--- src/rtl/tail_light_seq.sv ---
// Tail-light sequencer: eight switch-selected lighting modes on a symmetric LED bar,
// two indicator lamps and a two-digit multiplexed hex display of mode and step.
module tail_light_seq #(
  parameter int unsigned LEDS_PER_SIDE = 4,
  parameter int unsigned STEP_DIV      = 12500000,
  parameter int unsigned SCAN_DIV      = 1024
) (
  input  logic                         clk,
  input  logic                         rst,
  input  logic [2:0]                   sw,
  output logic [2*LEDS_PER_SIDE-1:0]   led,
  output logic                         led_l,
  output logic                         led_r,
  output logic [7:0]                   digit_seg,
  output logic [1:0]                   digit_cath
);

  localparam int unsigned N    = LEDS_PER_SIDE;
  localparam int          Nint = int'(LEDS_PER_SIDE);
  localparam int unsigned PW   = $clog2(STEP_DIV);
  localparam int unsigned SW   = $clog2(SCAN_DIV);

  localparam logic [PW-1:0] PresLast = PW'(STEP_DIV - 1);
  localparam logic [SW-1:0] ScanLast = SW'(SCAN_DIV - 1);
  localparam logic [3:0]    TurnLast = 4'(N);
  localparam logic [N-1:0]  HalfOff  = '0;
  localparam logic [N-1:0]  HalfOn   = '1;

  typedef enum logic [2:0] {
    ModeOff, ModeLeft, ModeRight, ModeHazard,
    ModeBrake, ModeBrakeLeft, ModeBrakeRight, ModeFault
  } mode_e;

  logic [2:0]        sw_meta_q, sw_s_q;
  mode_e             mode_q, mode_d, mode_in;
  logic [3:0]        step_q, step_d, step_last;
  logic [PW-1:0]     pres_q, pres_d;
  logic [SW-1:0]     scan_q, scan_d;
  logic              sel_q, sel_d;
  logic [2*N-1:0]    led_q, led_d;
  logic              led_l_q, led_l_d, led_r_q, led_r_d;
  logic [7:0]        seg_q, seg_d;
  logic [N-1:0]      left_bar, right_bar;

  function automatic logic [7:0] hex_font(input logic [3:0] v);
    logic [7:0] f;
    case (v)
      4'h0: f = 8'b1111_1100;
      4'h1: f = 8'b0110_0000;
      4'h2: f = 8'b1101_1010;
      4'h3: f = 8'b1111_0010;
      4'h4: f = 8'b0110_0110;
      4'h5: f = 8'b1011_0110;
      4'h6: f = 8'b1011_1110;
      4'h7: f = 8'b1110_0000;
      4'h8: f = 8'b1111_1110;
      4'h9: f = 8'b1111_0110;
      4'ha: f = 8'b1110_1110;
      4'hb: f = 8'b0011_1110;
      4'hc: f = 8'b1001_1100;
      4'hd: f = 8'b0111_1010;
      4'he: f = 8'b1001_1110;
      default: f = 8'b1000_1110;
    endcase
    return f;
  endfunction

  assign mode_in = mode_e'(sw_s_q);

  always_comb begin
    step_last = 4'd1;
    if (mode_q == ModeLeft || mode_q == ModeRight ||
        mode_q == ModeBrakeLeft || mode_q == ModeBrakeRight) begin
      step_last = TurnLast;
    end
  end

  // A mode change restarts the animation; the clear beats a coincident tick.
  always_comb begin
    mode_d = mode_q;
    step_d = step_q;
    pres_d = pres_q + PW'(1);
    if (mode_in != mode_q) begin
      mode_d = mode_in;
      step_d = '0;
      pres_d = '0;
    end else if (pres_q == PresLast) begin
      pres_d = '0;
      step_d = (step_q == step_last) ? 4'd0 : step_q + 4'd1;
    end
  end

  always_comb begin
    scan_d = scan_q + SW'(1);
    sel_d  = sel_q;
    if (scan_q == ScanLast) begin
      scan_d = '0;
      sel_d  = ~sel_q;
    end
  end

  // Left turn fills outward from the bar centre (low bits of the left half),
  // right turn fills outward from the centre (high bits of the right half).
  always_comb begin
    left_bar  = '0;
    right_bar = '0;
    for (int i = 0; i < Nint; i++) begin
      left_bar[i]  = (i < int'(step_q));
      right_bar[i] = (i >= Nint - int'(step_q));
    end
  end

  always_comb begin
    led_d   = '0;
    led_l_d = 1'b0;
    led_r_d = 1'b0;
    case (mode_q)
      ModeLeft: begin
        led_d   = {left_bar, HalfOff};
        led_l_d = (step_q != 4'd0);
      end
      ModeRight: begin
        led_d   = {HalfOff, right_bar};
        led_r_d = (step_q != 4'd0);
      end
      ModeHazard: begin
        led_d   = (step_q == 4'd0) ? {HalfOn, HalfOn} : {HalfOff, HalfOff};
        led_l_d = (step_q == 4'd0);
        led_r_d = (step_q == 4'd0);
      end
      ModeBrake: led_d = {HalfOn, HalfOn};
      ModeBrakeLeft: begin
        led_d   = {left_bar, HalfOn};
        led_l_d = (step_q != 4'd0);
      end
      ModeBrakeRight: begin
        led_d   = {HalfOn, right_bar};
        led_r_d = (step_q != 4'd0);
      end
      ModeFault: begin
        led_l_d = (step_q == 4'd0);
        led_r_d = (step_q == 4'd1);
      end
      default: ;
    endcase
  end

  // Segments use the next digit select so they switch on the same edge as the cathodes.
  assign seg_d = hex_font(sel_d ? step_q : {1'b0, mode_q});

  always_ff @(posedge clk or negedge rst) begin
    if (!rst) begin
      sw_meta_q <= '0;
      sw_s_q    <= '0;
      mode_q    <= ModeOff;
      step_q    <= '0;
      pres_q    <= '0;
      scan_q    <= '0;
      sel_q     <= 1'b0;
      led_q     <= '0;
      led_l_q   <= 1'b0;
      led_r_q   <= 1'b0;
      seg_q     <= 8'b1111_1100;
    end else begin
      sw_meta_q <= sw;
      sw_s_q    <= sw_meta_q;
      mode_q    <= mode_d;
      step_q    <= step_d;
      pres_q    <= pres_d;
      scan_q    <= scan_d;
      sel_q     <= sel_d;
      led_q     <= led_d;
      led_l_q   <= led_l_d;
      led_r_q   <= led_r_d;
      seg_q     <= seg_d;
    end
  end

  assign led        = led_q;
  assign led_l      = led_l_q;
  assign led_r      = led_r_q;
  assign digit_seg  = seg_q;
  assign digit_cath = sel_q ? 2'b01 : 2'b10;

endmodule

--- config.mk ---
export PLATFORM = sky130hd
export DESIGN_NAME = tail_light_seq
export DESIGN_NICKNAME = d
export VERILOG_FILES = /design/src/rtl/tail_light_seq.sv
export SDC_FILE = /design/constraint.sdc
export NUM_CORES = 1
export LEC_CHECK = 0
export ABC_CLOCK_PERIOD_IN_PS = 4200
export CORE_MARGIN = 5
export CORE_UTILIZATION = 46
export CTS_CLUSTER_DIAMETER = 40
export DETAILED_ROUTE_END_ITERATION = 8
export PLACE_DENSITY = 0.65
export SYNTH_ARGS = -nofsm -noshare
export SYNTH_HDL_FRONTEND = slang
export SYNTH_SLANG_ARGS = --single-unit
--- constraint.sdc ---
create_clock -name clk -period 4.2 [get_ports clk]
set_input_delay 0.63 -clock clk [delete_from_list [all_inputs] [get_ports clk]]
set_output_delay 0.63 -clock clk [all_outputs]
set_load 0.02 [all_outputs]
==> impl_metrics.yaml <==
yosys:
  synth_xor_area_share_pct: 9.31
  synth_top_family_by_area: "simple AND/OR/NAND/NOR gates"
  yosys.area.top_type_share_pct: 44.8
  synth-simple-area-share_pct: 21.4
  synth-edff-count: 0
  synthDistinctLibCells: 50
  synth_fp_nets: 349
  synthAdderAreaFrac_pct: 4.56
  synthArstFlopShare_pct: 100
  synth_compound_area_share_pct: 7.18
  syn_avg_cell_area_um2: 9.92
  synth_area_leaders: "dfrtp_1, nor2_1, xor2_1"
  synth.mux.area_fraction_pct: 3.23
  yosysWarnings: 0
  ys_seq_area_share_pct: 49.6
  syn_area_um2: 3290
  synth.largest_area_cell: "dfrtp_1"
  syn_inst: 332
  ys_ff_latch: 65
  ys.flop_type: "dfrtp_1"
clock_network:
  cts_buffer_depth: 2
  clkTransAtPathRegs_ps: 80
  cts_max_level: 3
  cts_setup_buffers: 0
  cts_tree: "yes"
  clock-sinks: 65
  cts_buffers: 9
  hold_buffers: 0
  cts_root_buffer: "clkbuf_8"
  clock_latency_ps: 350
  post_cts_resized: 0
worst_setup_path:
  cp-end-kind: "register"
  cp.arrival_ps: 3240
  worstSetupStartpointType: "register"
  crit_required_ps: 4470
  critPathMaxFanout: 13
  critical_path_class: "reg -> reg"
floorplan:
  initial_core_util_pct: 47.9
  die_h_um: 94.6
  die_w_um: 94.6
  pin_count: 25
  core_um2: 6870
  dieArea_um2: 8950
  num_rows: 30
sta:
  hold_viol_final: 0
  slew_viol_final: 0
  setup_violations: 0
  max_freq_ghz: 0.337
  min_period_over_period_pct: 70.7
  rsz0062_at_grt: "false"
  setup_ws_ps: 1230
  relSlewSlack_pct: 27.4
  layout_min_cycle_time_ps: 2970
  setup_tns_ps: 0
  worstMarginPinSlew_ps: 1080
  clock_skew_ps: 10.3
drt:
  m1WireLength_mm: 2.80
  wl_met2_mm: 2.83
  antenna_left: 0
  drtPass1Iterations: 4
  vias_per_cell: 5.13
  vias: 2308
  avgRoutedWirePerCell_um: 13.3
  drc: 0
  wl_met3_um: 215
  routed_wl_mm: 5.97
  routed.top_layer: "met4"
  drt_iter0_drc: 100
grt:
  grt_antenna_before_repair: 0
  grt_max_degree: 48
  grt_pass1_vias: 2263
  overflow: 0
  grt_pass1_wl_mm: 10.3
  gr-usage-all-layers_pct: 14.8
cells_and_area:
  instances_no_fill: 450
  finish.utilization_pct: 54.4
  final_cell_mix: "dfrtp_1, nor2_1, nand2_1, clkdlybuf4s50_1, nand3_1"
  syn2layout_area_growth_pct: 13.5
  drive_above_1_share_pct: 10.2
  final_common_cell: "dfrtp_1"
  final_nets: 366
  antenna_cells: 0
placed_design:
  preCtsSetupSlack_ps: 1250
  hpwl_mm: 4.07
  gp_congestion: 0.790
  dp_cells: 434
  portBuffers: 23
power_and_ir_drop:
  p_per_area_nw_per_um2: 335
  ir_drop_mv: 0.157
  cellLeakagePower_nw: 1.54
min_path:
  hold_class: "reg -> reg"
run:
  timing.max_cap.violations: 0
run_status:
  status: "completed"
==> registers in the layout (all words and copies together) (netlist names) <==
name / flops
digit_seg: 7
sel_q: 1
led_l: 1
step_q: 4
scan_q: 10
sw_meta_q: 3
mode_in: 3
led_r: 1
led: 8
pres_q: 24
mode_q: 3
==> metal layers <==
| metal | up-vias | track usage [%] |
|---|---|---|
| met5 | - | 0 |
| met4 | 0 | 8.29 |
| met3 | 9 | 2.63 |
| met2 | 39 | 23.9 |
| met1 | 1105 | 18.8 |
| li1 | 1155 | - |
==> worst paths after layout <==
kind	cells after the start	start	slack, ps	to
worst min register to register	0	sw_meta_q[1]	340	mode_in[1]
worst max register to register	8	scan_q[0]	1230	digit_seg[4]
worst max-delay path	8	scan_q[0]	1230	digit_seg[4]
worst min-delay path	0	sw_meta_q[1]	340	mode_in[1]
min in group asynchronous	1	rst	430	scan_q[9]
max in group asynchronous	2	rst	2880	digit_seg[3]
==> kinds of logic after synthesis <==
kind of cell / count (synthesis)
buffers and inverters: 32
AND/OR/NAND/NOR: 138
other: 1
AO/OA/AOI/OAI: 40
multiplexers: 9
XOR/XNOR: 35
adder cells (fa/ha/maj): 12
flip-flops: 65
==> final cells by class <==
class | count | area (um^2)
clock buffer | 10 | 138
clock inverter | 6 | 48.8
fill | 655 | 3130
inverter | 13 | 48.8
multi-input combinational | 235 | 1510
sequential | 65 | 1630
tap | 96 | 120
timing repair buffer | 25 | 240
==> Yosys cell counts (2+ instances only) <==
master	instances
a21o_1	2
a21oi_1	12
a221oi_1	2
a31oi_1	2
and2_1	4
and3_1	5
and4_1	2
buf_2	5
buf_4	2
clkbuf_1	10
dfrtp_1	59
dfstp_2	6
ha_1	12
inv_1	13
mux2_2	3
mux2i_1	5
nand2_1	22
nand2b_1	3
nand3_1	20
nand4_1	8
nor2_1	46
nor2b_1	4
nor3_1	4
nor4_1	4
nor4b_1	3
o21ai_0	16
o31ai_1	2
xnor2_1	16
xor2_1	19
==> through the flow <==
step	instance area (um^2)	total power, mW	hold WS (ps)
finish	3740	1.25	344
global route	3740	1.31	367
CTS	3740	1.27	348
detailed placement	3550	0.764	336
global placement	3550	0.763	339
floorplan	3290	0.719	331
==> power breakdown <==
part | switching (mW) | leakage, nW | total [mW] | internal, mW
Clock | 0.264 | 0.0976 | 0.502 | 0.237
Sequential | 0.0119 | 0.835 | 0.657 | 0.645
Combinational | 0.0538 | 0.611 | 0.0924 | 0.0386
==> critical path: stages (launching register included) <==
cell,delay (ps)
dfrtp_1,430
ha_1,270
and4_1,280
xnor2_1,530
buf_4,300
a21o_1,190
ha_1,290
mux4_2,450
o21ai_0,150
Power figures use the tool's default switching activity.
